File: config.mk
export PLATFORM = sky130hd
export DESIGN_NAME = sprite_engine
export DESIGN_NICKNAME = d
export VERILOG_FILES = /design/src/rtl/sprite_pkg.sv /design/src/rtl/sprite_channel.sv /design/src/rtl/sprite_engine.sv
export SDC_FILE = /design/constraint.sdc
export NUM_CORES = 1
export LEC_CHECK = 0
export ABC_CLOCK_PERIOD_IN_PS = 6800
export BUFFER_PORTS_ARGS = -buffer_cell sky130_fd_sc_hd__clkbuf_2
export CORE_MARGIN = 2
export CORE_UTILIZATION = 47
export CTS_CLUSTER_DIAMETER = 100
export CTS_CLUSTER_SIZE = 28
export DETAILED_ROUTE_END_ITERATION = 12
export HOLD_SLACK_MARGIN = 0.06
export PLACE_DENSITY = 0.68
export SYNTH_ARGS = -nofsm -noshare
export SYNTH_HDL_FRONTEND = slang
export SYNTH_SLANG_ARGS = --single-unit
File: constraint.sdc
create_clock -name clk -period 6.8 [get_ports clk]
set_input_delay 1.36 -clock clk [delete_from_list [all_inputs] [get_ports clk]]
set_output_delay 1.36 -clock clk [all_outputs]
set_load 0.01 [all_outputs]
File: src/rtl/sprite_pkg.sv
// Shared definitions for the sprite engine: register map offsets, address
// region codes, CTRL field positions and the default transparent colour.
package sprite_pkg;

    // address_i[9:8] region codes
    localparam logic [1:0] REGION_SPRITE = 2'b00;
    localparam logic [1:0] REGION_STATUS = 2'b01;

    // address_i[1:0] register offsets inside a sprite channel
    localparam logic [1:0] REG_X    = 2'd0;
    localparam logic [1:0] REG_Y    = 2'd1;
    localparam logic [1:0] REG_CTRL = 2'd2;
    localparam logic [1:0] REG_RSVD = 2'd3;

    // address_i[1:0] offset of the collision register in the status region
    localparam logic [1:0] REG_COLLISION = 2'd0;

    // CTRL layout: bit0 enable, frame index starts at bit1
    localparam int unsigned CTRL_EN_BIT    = 0;
    localparam int unsigned CTRL_FRAME_LSB = 1;

    localparam logic [23:0] DEFAULT_KEY_RGB = 24'hFF00FF;

    // Storage width for the frame index; a single-frame ROM still keeps one bit
    // (always zero) so the field never collapses to zero width.
    function automatic int unsigned frame_bits(input int unsigned frames);
        return (frames > 1) ? $clog2(frames) : 1;
    endfunction

endpackage

File: src/rtl/sprite_channel.sv
// One sprite channel: shadow/active position and CTRL registers with commit,
// hit test against the current pixel, ROM address generation and the S0 hit
// register.
//   clk, rst_n       clock, asynchronous active-low reset
//   wr_x/y/ctrl_i    shadow register write strobes, wdata_i write data
//   commit_i         copy shadow (including a same-cycle write) into active
//   x_pos_i, y_pos_i current pixel coordinate (S0)
//   shadow_*_o       shadow values for bus readback
//   hit_q_o          registered hit flag, aligned with ROM data
//   mem_address_o    ROM address for this pixel, 0 when not hit
module sprite_channel import sprite_pkg::*; #(
    parameter int unsigned SPR_W   = 32,
    parameter int unsigned SPR_H   = 32,
    parameter int unsigned FRAMES  = 4,
    parameter int unsigned COORD_W = 10,
    parameter int unsigned ROM_AW  = 12,
    parameter int unsigned FB      = 2
) (
    input  logic               clk,
    input  logic               rst_n,
    input  logic               wr_x_i,
    input  logic               wr_y_i,
    input  logic               wr_ctrl_i,
    input  logic [31:0]        wdata_i,
    input  logic               commit_i,
    input  logic [COORD_W-1:0] x_pos_i,
    input  logic [COORD_W-1:0] y_pos_i,
    output logic [COORD_W-1:0] shadow_x_o,
    output logic [COORD_W-1:0] shadow_y_o,
    output logic               shadow_en_o,
    output logic [FB-1:0]      shadow_frame_o,
    output logic               hit_q_o,
    output logic [ROM_AW-1:0]  mem_address_o
);

    localparam int unsigned XW = $clog2(SPR_W);
    localparam int unsigned YW = $clog2(SPR_H);
    localparam int unsigned CW = COORD_W + 1;
    localparam logic [FB-1:0] FRAME_MASK = FB'(FRAMES - 1);

    logic [COORD_W-1:0] sx_q, sx_d, sy_q, sy_d, ax_q, ay_q;
    logic               sen_q, sen_d, aen_q;
    logic [FB-1:0]      sfr_q, sfr_d, afr_q;
    logic [CW-1:0]      px, py, ax, ay, dx, dy;
    logic               hit;
    logic               unused_wdata;

    assign unused_wdata = ^wdata_i;

    always_comb begin
        sx_d  = sx_q;
        sy_d  = sy_q;
        sen_d = sen_q;
        sfr_d = sfr_q;
        if (wr_x_i) sx_d = wdata_i[COORD_W-1:0];
        if (wr_y_i) sy_d = wdata_i[COORD_W-1:0];
        if (wr_ctrl_i) begin
            sen_d = wdata_i[CTRL_EN_BIT];
            sfr_d = wdata_i[CTRL_FRAME_LSB +: FB] & FRAME_MASK;
        end
    end

    // One extra bit so X+SPR_W never wraps: sprites clip at the right/bottom edge.
    assign px = {1'b0, x_pos_i};
    assign py = {1'b0, y_pos_i};
    assign ax = {1'b0, ax_q};
    assign ay = {1'b0, ay_q};
    assign dx = px - ax;
    assign dy = py - ay;

    assign hit = aen_q && (px >= ax) && (px < ax + CW'(SPR_W))
                       && (py >= ay) && (py < ay + CW'(SPR_H));

    // {frame, y offset, x offset}; offsets are below SPR_W/SPR_H whenever hit.
    assign mem_address_o = hit ? ((ROM_AW'(afr_q) << (XW + YW)) |
                                  (ROM_AW'(dy) << XW) | ROM_AW'(dx))
                               : '0;

    always_ff @(posedge clk or negedge rst_n) begin
        if (!rst_n) begin
            sx_q    <= '0;
            sy_q    <= '0;
            sen_q   <= 1'b0;
            sfr_q   <= '0;
            ax_q    <= '0;
            ay_q    <= '0;
            aen_q   <= 1'b0;
            afr_q   <= '0;
            hit_q_o <= 1'b0;
        end else begin
            sx_q    <= sx_d;
            sy_q    <= sy_d;
            sen_q   <= sen_d;
            sfr_q   <= sfr_d;
            hit_q_o <= hit;
            if (commit_i) begin
                ax_q  <= sx_d;
                ay_q  <= sy_d;
                aen_q <= sen_d;
                afr_q <= sfr_d;
            end
        end
    end

    assign shadow_x_o     = sx_q;
    assign shadow_y_o     = sy_q;
    assign shadow_en_o    = sen_q;
    assign shadow_frame_o = sfr_q;

endmodule

File: src/rtl/sprite_engine.sv
// Multi-channel sprite engine: bus register decode and readback, N sprite
// channels, fixed-priority compositor with colour-key transparency and sticky
// write-1-to-clear collision flags. Two-stage pipeline (S0 hit/address, S1
// compose), one pixel per cycle.
//   clk, rst_n                 clock, asynchronous active-low reset
//   MW_i, address_i, data_i    bus write port; data_o registered read data
//   frame_start_i              commits all shadow registers
//   pixel_valid_i, x/y_pos_i, bg_rgb_i   pixel stream in
//   mem_address_o, mem_data_i  per-channel ROM port (1-cycle read latency)
//   RGB_o, RGB_valid_o         composed pixel out, 2 cycles after input
module sprite_engine import sprite_pkg::*; #(
    parameter int unsigned N_SPRITES = 4,
    parameter int unsigned SPR_W     = 32,
    parameter int unsigned SPR_H     = 32,
    parameter int unsigned FRAMES    = 4,
    parameter int unsigned COORD_W   = 10,
    parameter logic [23:0] KEY_RGB   = DEFAULT_KEY_RGB,
    localparam int unsigned ROM_AW   = $clog2(FRAMES * SPR_W * SPR_H)
) (
    input  logic                               clk,
    input  logic                               rst_n,
    input  logic                               MW_i,
    input  logic [9:0]                         address_i,
    input  logic [31:0]                        data_i,
    output logic [31:0]                        data_o,
    input  logic                               frame_start_i,
    input  logic                               pixel_valid_i,
    input  logic [COORD_W-1:0]                 x_pos_i,
    input  logic [COORD_W-1:0]                 y_pos_i,
    input  logic [23:0]                        bg_rgb_i,
    output logic [N_SPRITES-1:0][ROM_AW-1:0]   mem_address_o,
    input  logic [N_SPRITES-1:0][23:0]         mem_data_i,
    output logic [23:0]                        RGB_o,
    output logic                               RGB_valid_o
);

    localparam int unsigned FB = frame_bits(FRAMES);

    logic [1:0] region, rsel;
    logic [5:0] ch;
    logic       sprite_wr, coll_clr;

    logic [N_SPRITES-1:0] wr_x, wr_y, wr_ctrl, hit_s0, shadow_en;
    logic [COORD_W-1:0]   shadow_x [N_SPRITES];
    logic [COORD_W-1:0]   shadow_y [N_SPRITES];
    logic [FB-1:0]        shadow_frame [N_SPRITES];

    logic                 valid_q;
    logic [23:0]          bg_q, rgb_d;
    logic [N_SPRITES-1:0] opaque, coll_q, coll_d;
    logic                 multi;
    logic [31:0]          rdata;

    assign region    = address_i[9:8];
    assign ch        = address_i[7:2];
    assign rsel      = address_i[1:0];
    assign sprite_wr = MW_i && (region == REGION_SPRITE);
    assign coll_clr  = MW_i && (region == REGION_STATUS) && (rsel == REG_COLLISION);

    for (genvar i = 0; i < int'(N_SPRITES); i++) begin : g_ch
        logic sel;
        assign sel        = sprite_wr && (ch == 6'(i));
        assign wr_x[i]    = sel && (rsel == REG_X);
        assign wr_y[i]    = sel && (rsel == REG_Y);
        assign wr_ctrl[i] = sel && (rsel == REG_CTRL);

        sprite_channel #(
            .SPR_W   (SPR_W),
            .SPR_H   (SPR_H),
            .FRAMES  (FRAMES),
            .COORD_W (COORD_W),
            .ROM_AW  (ROM_AW),
            .FB      (FB)
        ) u_channel (
            .clk            (clk),
            .rst_n          (rst_n),
            .wr_x_i         (wr_x[i]),
            .wr_y_i         (wr_y[i]),
            .wr_ctrl_i      (wr_ctrl[i]),
            .wdata_i        (data_i),
            .commit_i       (frame_start_i),
            .x_pos_i        (x_pos_i),
            .y_pos_i        (y_pos_i),
            .shadow_x_o     (shadow_x[i]),
            .shadow_y_o     (shadow_y[i]),
            .shadow_en_o    (shadow_en[i]),
            .shadow_frame_o (shadow_frame[i]),
            .hit_q_o        (hit_s0[i]),
            .mem_address_o  (mem_address_o[i])
        );
    end

    // Read mux; unmapped channels, the reserved register and other regions read 0.
    always_comb begin
        rdata = '0;
        if (region == REGION_SPRITE) begin
            for (int unsigned i = 0; i < N_SPRITES; i++) begin
                if (ch == 6'(i)) begin
                    case (rsel)
                        REG_X:    rdata = 32'(shadow_x[i]);
                        REG_Y:    rdata = 32'(shadow_y[i]);
                        REG_CTRL: rdata = 32'({shadow_frame[i], shadow_en[i]});
                        default:  rdata = '0;
                    endcase
                end
            end
        end else if (region == REGION_STATUS && rsel == REG_COLLISION) begin
            rdata = 32'(coll_q);
        end
    end

    // S1: ascending scan so the highest-index opaque channel ends up on top.
    always_comb begin
        rgb_d  = bg_q;
        opaque = '0;
        for (int unsigned i = 0; i < N_SPRITES; i++) begin
            if (hit_s0[i] && (mem_data_i[i] != KEY_RGB)) begin
                opaque[i] = 1'b1;
                rgb_d     = mem_data_i[i];
            end
        end
        // Two or more bits set iff clearing the lowest set bit leaves something.
        multi  = (opaque & (opaque - N_SPRITES'(1))) != '0;
        coll_d = coll_q;
        if (coll_clr) coll_d = coll_d & ~N_SPRITES'(data_i);
        if (valid_q && multi) coll_d = coll_d | opaque;
    end

    always_ff @(posedge clk or negedge rst_n) begin
        if (!rst_n) begin
            valid_q     <= 1'b0;
            bg_q        <= '0;
            RGB_o       <= '0;
            RGB_valid_o <= 1'b0;
            coll_q      <= '0;
            data_o      <= '0;
        end else begin
            valid_q     <= pixel_valid_i;
            bg_q        <= bg_rgb_i;
            RGB_o       <= rgb_d;
            RGB_valid_o <= valid_q;
            coll_q      <= coll_d;
            data_o      <= rdata;
        end
    end

endmodule
==> results of run 1 <==
==> per-layer routing <==
layer  vias to the layer above  part of all wire  routed length [µm]  track usage
li1                       6049                 -                   -            -
met2                       478              0.46               22400        0.458
met4                         0             0.050                2430        0.133
met1                      6385              0.42               20300        0.351
met3                        93             0.067                3250       0.0399
met5                         -                 0                   0            0
==> state kept, by name, indices dropped and copies added (netlist names) <==
register	count
valid_q	1
g_ch.u_channel.ay_q	40
RGB_valid_o	1
g_ch.u_channel.shadow_y_o	40
g_ch.u_channel.ax_q	40
bg_q	24
coll_q	4
g_ch.u_channel.aen_q	4
g_ch.u_channel.hit_q_o	4
g_ch.u_channel.shadow_x_o	40
g_ch.u_channel.afr_q	8
g_ch.u_channel.shadow_en_o	4
data_o	10
g_ch.u_channel.shadow_frame_o	8
RGB_o	24
==> cells by family (layout without fill, tap and decap cells) <==
kind of cell | after synthesis | count (layout) | synth area share
adders and majority gates | 136 | 136 | 0.113
xor gates and xnor gates | 67 | 67 | 0.0376
buffers and inverters | 196 | 395 | 0.0549
and+or+nand+nor | 390 | 390 | 0.123
muxes | 157 | 157 | 0.110
DFF | 252 | 252 | 0.404
AOI/OAI and AO/OA | 389 | 389 | 0.157
other | 1 | 24 | 0.000240
==> worst max-delay path by stage <==
stage                     startpoint           endpoint  slack, ns
after global placement    x_pos_i[0]  mem_address_o[34]       1.10
after CTS                 x_pos_i[0]  mem_address_o[34]        1.0
after global routing      x_pos_i[1]  mem_address_o[12]       0.79
final                     x_pos_i[1]  mem_address_o[12]       1.03
after floorplan           y_pos_i[0]  mem_address_o[38]       1.98
after detailed placement  x_pos_i[0]  mem_address_o[34]       1.00
==> worst max-delay path, delay by kind of cell <==
family,cells,cell delay (ns)
AOI/OAI and AO/OA,2,0.58
adders and majority gates,1,0.44
buffers and inverters,3,0.75
and+or+nand+nor,5,1.28
==> layout by cell type, fill, tap and decap left out, types with 14 or more instances in the layout <==
cell type  count
a211oi_1      14
a21o_1        21
a21oi_1       83
a22oi_1       17
clkbuf_2     245
conb_1        22
dfrtp_1      252
ha_1         128
inv_1        121
mux2_2       119
mux2i_1       38
nand2_1      139
nand3_1       34
nand4_1       23
nor2_1        81
nor2b_1       23
nor3_1        22
o21ai_0      151
xnor2_1       53
xor2_1        14
==> through the flow <==
stage	setup slack (ns)	cell area, µm²	hold slack (ns)	power, µW
2_1_floorplan	1.98	15700	0.413	1830
3_3_place_gp	1.10	17200	0.447	2020
3_5_place_dp	1.00	17200	0.453	2030
4_1_cts	0.997	17600	0.482	2920
5_1_grt	0.786	17600	0.502	3020
6_report	1.03	17600	0.483	2900
==> power groups by stage <==
stage	Combinational [µW]	Clock, µW	Sequential (µW)
3_5_place_dp	454	0	1570
6_report	461	897	1550
4_1_cts	457	916	1550
3_3_place_gp	444	0	1570
2_1_floorplan	258	0	1570
5_1_grt	510	965	1550
==> area by class of cell <==
cell class	count	area, µm²
diodes	2	5.00
clock buffers	15	333
clock inverters	4	58.8
fillers	3012	15000
inverters	121	454
multi-input cells	1161	8540
flip-flops and latches	252	6310
well taps	442	553
repair buffers	255	1320
==> run_results.csv, run 1 <==
group,metric,value,unit
grt,overflow,0,
grt,antenna_found_initial,3,
logic_synthesis,netlist_instances,1588,
clocking,hold_buffers,0,
clocking,tritoncts.num_buffers,13,
timing,fin_crit,5.77,ns
grt,grt_pass1_vias,12700,
status,status,"finished, final reports clean",
critical_path,cp.arrival,4.41,ns
floorplan,rows,66,
grt,grt_pass1_wl,71700,µm
logic_synthesis,ys_types,70,
timing,period_share,0.849,
pwr,swShare,0.277,
clocking,cts_tree,"yes",
logic_synthesis,synth_top_area_share,0.404,
critical_path,critPathKind,"input pin to primary output",
timing,clock_skew,0.0151,ns
drt,vias,13000,
place,dpl.cell_count,2231,
logic_synthesis,synth_area,15600,µm²
worst_hold_path,hold_path_class,"flop to flop",
critical_path,crit_fanout,8,
finish,syn2layout_area_growth,12.6,%
worst_hold_path,hp-start,"valid_q",
critical_path,cp.required,5.44,ns
logic_synthesis,async_reset_ff_frac,1.00,
critical_path,start_kind,"input pin",
drt,routed_via_density,5.77,
critical_path,endpoint_kind,"primary output",
floorplan,start_util,0.479,
drt,drt_first_pass_iters,7,
drt,postRouteAntennaNets,0,
worst_hold_path,holdPathStages,0,
timing,rsz0062_at_grt,"no",
clocking,cts_resized,0,
critical_path,reg2reg_depth,9,
place,gp_congestion,0.926,
timing,relSlewSlack,0.229,
grt,grt_max_degree,193,
critical_path,reg2reg_to,"g_ch[0].u_channel.hit_q_o",
job,drv_cap,0,
drt,wl_per_cell,21.5,µm
logic_synthesis,synth_ff_type,"dfrtp_1",
logic_synthesis,ys_ff_latch,252,
pwr,p_seq_frac,0.532,
pwr,vdd.ir_drop.worst,0.000125,V
pwr,p_leak,0.00818,µW
finish,fin_util,0.539,
logic_synthesis,yosys_warnings,0,
finish,finalNetCount,2127,
logic_synthesis,netlist_top_cells_area,"dfrtp_1 (40%), ha_1 (10%), mux2_2 (8.6%)",
logic_synthesis,avgSynthCellArea,9.83,µm²
clocking,path_clk_slew,0.10,ns
critical_path,r2r_setup_slack,3.84,ns
pwr,p_sw,803,µW
clocking,htree_levels,1,
clocking,clk_latency,0.49,ns
timing,final-max-slew-violation-count,0,
clocking,cts.path.max_buffers,3,
timing,worst_pin_slew,1.15,ns
drt,wl,48400,µm
grt,track_usage,0.274,
floorplan,ios,292,
logic_synthesis,synth_edf_count,0,
pwr,comb_power_share,0.159,
timing,hold_viol,0,
finish,fin_cells,2252,
critical_path,cpPeakStageDelay,0.61,ns
finish,drive_above_1_share,0.227,
critical_path,rr_startpoint,"g_ch[0].u_channel.ax_q[1]",
floorplan,die-height,186,µm
pwr,p_per_area,165,nW/µm²
floorplan,die_area,34700,µm²
floorplan,coreArea,32600,µm²
clocking,root_buffer,"clkbuf_16",
timing,clock.fmax,173,MHz
timing,tns,0,ns
worst_hold_path,holdPathEnd,"RGB_valid_o",
logic_synthesis,synth_most_common_cell,"dfrtp_1",
drt,drc,0,
logic_synthesis,synth_commonest_cells,"dfrtp_1 (252), o21ai_0 (151), nand2_1 (139), ha_1 (128), inv_1 (121)",
place,port-buffer-count,247,
floorplan,die_x,186,µm
critical_path,cp_slowest_cell,"nor4_2",
logic_synthesis,yosys.area.top_type,"dfrtp_1",
pwr,pwr-share-clk,0.309,
logic_synthesis,seq_area_frac_synth,0.404,
pwr,intPower,2100,µW
clocking,clkSinkCount,252,
place,hpwl,37100,µm
critical_path,crit_chain,"clkbuf_2 -> ha_1 -> nor2b_1 -> o2111ai_1 -> and3_1 -> o31ai_1 -> nor3_1 -> nor4_2 -> buf_4 -> nor2b_1 -> clkbuf_2",
clocking,post-cts-setup-buffers,0,
timing,setup_viol_count_final,0,
drt,drt-initial-drc-count,1058,
(Power assumes the default switching activity.)
==> run 2: changes to the inputs <==
Settings changed: ABC_AREA from default to 1, ABC_CLOCK_PERIOD_IN_PS 6800 to 5760.
Clock period 6.8 ns to 5.76 ns, I/O delays scaled along.
==> run 2 against run 1 <==
  * Setup slack worse by 0.033 ns
  * Clock-buffer cell count is 1 higher
  * Synthesized area increased by 6.8%
  * Cell area up 6.0%
  * Highest routed layer is now met5
==> run_results.csv, run 2 <==
group,metric,value,unit
grt,grt_pass1_wl,79700,µm
clocking,clkSinkCount,252,
drt,drt_first_pass_iters,5,
clocking,htree_levels,1,
place,dpl.cell_count,2930,
worst_hold_path,holdPathStages,0,
floorplan,die-height,192,µm
pwr,p_per_area,193,nW/µm²
critical_path,crit_chain,"clkbuf_2 -> ha_1 -> nand2_1 -> nor2_1 -> nand3_1 -> nand4_1 -> nand2_1 -> nor2_1 -> nand3_1 -> nor2_1 -> clkbuf_2",
drt,routed_via_density,5.28,
floorplan,rows,68,
clocking,hold_buffers,0,
logic_synthesis,synth_ff_type,"dfrtp_1",
clocking,post-cts-setup-buffers,0,
timing,tns,0,ns
job,drv_cap,0,
worst_hold_path,hp-start,"valid_q",
logic_synthesis,synth_most_common_cell,"nand2_1",
drt,drt-initial-drc-count,1153,
critical_path,rr_startpoint,"g_ch[3].u_channel.ax_q[5]",
logic_synthesis,synth_area,16700,µm²
logic_synthesis,seq_area_frac_synth,0.378,
timing,fin_crit,4.77,ns
critical_path,crit_fanout,13,
timing,clock.fmax,210,MHz
logic_synthesis,ys_types,46,
clocking,path_clk_slew,0.11,ns
critical_path,r2r_setup_slack,3.17,ns
critical_path,reg2reg_to,"g_ch[3].u_channel.hit_q_o",
drt,drc,0,
timing,relSlewSlack,0.256,
clocking,clk_latency,0.52,ns
critical_path,crit_path_frequent_cell,"nor2_1",
timing,clock_skew,0.0311,ns
grt,grt_pass1_vias,14800,
finish,fin_util,0.536,
logic_synthesis,async_reset_ff_frac,1.00,
floorplan,start_util,0.480,
clocking,cts.path.max_buffers,3,
grt,antenna_found_initial,1,
logic_synthesis,synth_edf_count,0,
worst_hold_path,hold_path_class,"flop to flop",
timing,worst_pin_slew,1.11,ns
logic_synthesis,yosys_warnings,0,
logic_synthesis,synth_top_area_share,0.378,
logic_synthesis,netlist_instances,2288,
grt,overflow,0,
timing,rsz0062_at_grt,"no",
status,status,"finished, final reports clean",
finish,final_cell_mix,"nand2_1 (722), inv_1 (287), dfrtp_1 (252)",
grt,grt_max_degree,123,
clocking,root_buffer,"clkbuf_16",
clocking,cts_tree,"yes",
place,gp_congestion,0.948,
finish,layout_commonest_cell,"nand2_1",
place,hpwl,40900,µm
floorplan,die_area,37000,µm²
timing,hold_viol,0,
finish,diodes,0,
pwr,power,3590,µW
pwr,p_leak,0.00970,µW
worst_hold_path,holdPathEnd,"RGB_valid_o",
drt,postRouteAntennaNets,0,
floorplan,ios,292,
timing,period_share,0.827,
clocking,cts_resized,0,
logic_synthesis,synth_commonest_cells,"nand2_1 (722), inv_1 (287), dfrtp_1 (252), nor2_1 (172), ha_1 (128)",
timing,final-max-slew-violation-count,0,
finish,drive_above_1_share,0.135,
drt,vias,15600,
drt,wl,52400,µm
critical_path,cpPeakStageDelay,0.46,ns
critical_path,crit_family,"simple AND/OR/NAND/NOR gates",
critical_path,endpoint_kind,"primary output",
grt,track_usage,0.281,
finish,finalNetCount,2814,
critical_path,cp.arrival,3.61,ns
drt,wl_per_cell,17.7,µm
critical_path,cp.required,4.61,ns
logic_synthesis,yosys.area.top_type,"dfrtp_1",
clocking,tritoncts.num_buffers,14,
finish,syn2layout_area_growth,11.7,%
place,port-buffer-count,247,
timing,setup_viol_count_final,0,
finish,fin_cells,2950,
logic_synthesis,netlist_top_cells_area,"dfrtp_1 (38%), nand2_1 (16%), ha_1 (9.6%)",
critical_path,critPathKind,"input pin to primary output",
critical_path,cp_slowest_cell,"ha_1",
logic_synthesis,ys_ff_latch,252,
pwr,vdd.ir_drop.worst,0.000188,V
logic_synthesis,avgSynthCellArea,7.28,µm²
critical_path,start_kind,"input pin",
floorplan,coreArea,34700,µm²
critical_path,reg2reg_depth,11,
floorplan,die_x,192,µm
critical_path,crit_buf_inv,2,
run 2: cell types whose count changed after synthesis, moves of 23 or more:
cell     before  now
nand3_1      34  120
mux2i_1      38    0
nor2_1       81  172
o21ai_0     151   97
nand2_1     139  722
inv_1       121  287
buf_2         7   34
nor2b_1      23    0
xnor2_1      53   24
mux2_2      119   16
o21ai_1       0  127
run 2: final cells by class:
type,instances,area [µm²]
clock buffer,16,379
clock inverter,4,65.1
fill,3357,16100
inverter,300,1130
multi-input combinational,1663,8830
sequential,252,6310
tap,455,569
timing repair buffer,260,1350
run 2: worst max-delay path by stage:
stage                    start                end  cells past startpoint
global placement    x_pos_i[9]  mem_address_o[35]                     11
floorplan           x_pos_i[0]  mem_address_o[42]                     10
CTS                 x_pos_i[5]  mem_address_o[35]                     11
finish              x_pos_i[5]  mem_address_o[35]                     11
detailed placement  x_pos_i[5]  mem_address_o[35]                     11
global route        x_pos_i[5]  mem_address_o[35]                     11
run 2: metrics by stage:
step                hold slack [ns]  worst slack (ns)  area [µm²]
global placement              0.412             0.972       18200
CTS                           0.458             0.915       18600
finish                        0.468             0.995       18600
global route                  0.488             0.815       18600
floorplan                     0.395              1.93       16700
detailed placement            0.434             0.922       18200
run 2: power by group:
part / switching [µW] / internal [µW]
Clock: 664 / 500
Combinational: 397 / 202
Sequential: 18.7 / 1810
run 2: routing by layer:
layer  vias to the layer above  share of wire  track usage
li1                       7632              -            -
met5                         -        0.00021            0
met2                       601           0.46        0.470
met3                        93          0.081       0.0415
met4                         2          0.039        0.104
met1                      7243           0.42        0.369
run 2: logic make-up (layout without fill, tap and decap cells):
group,Yosys count,count (layout),synth area share
AO/OA/AOI/OAI,364,364,0.118
XOR/XNOR,56,56,0.0294
adder cells (fa/ha/maj),136,136,0.106
buffers and inverters,394,580,0.0967
flip-flops,252,252,0.378
multiplexers,16,16,0.0108
other,1,22,0.000225
AND/OR/NAND/NOR,1069,1069,0.261
run 2: worst register-to-register path, cell delays in order, from the launching register on:
cell,delay [ns]
dfrtp_1,0.43
ha_1,0.30
inv_1,0.04
ha_1,0.28
a21oi_1,0.13
a21boi_0,0.19
nand2_1,0.11
nand2_1,0.07
nand2_1,0.05
nor2_1,0.09
nand3_1,0.43
inv_1,0.38
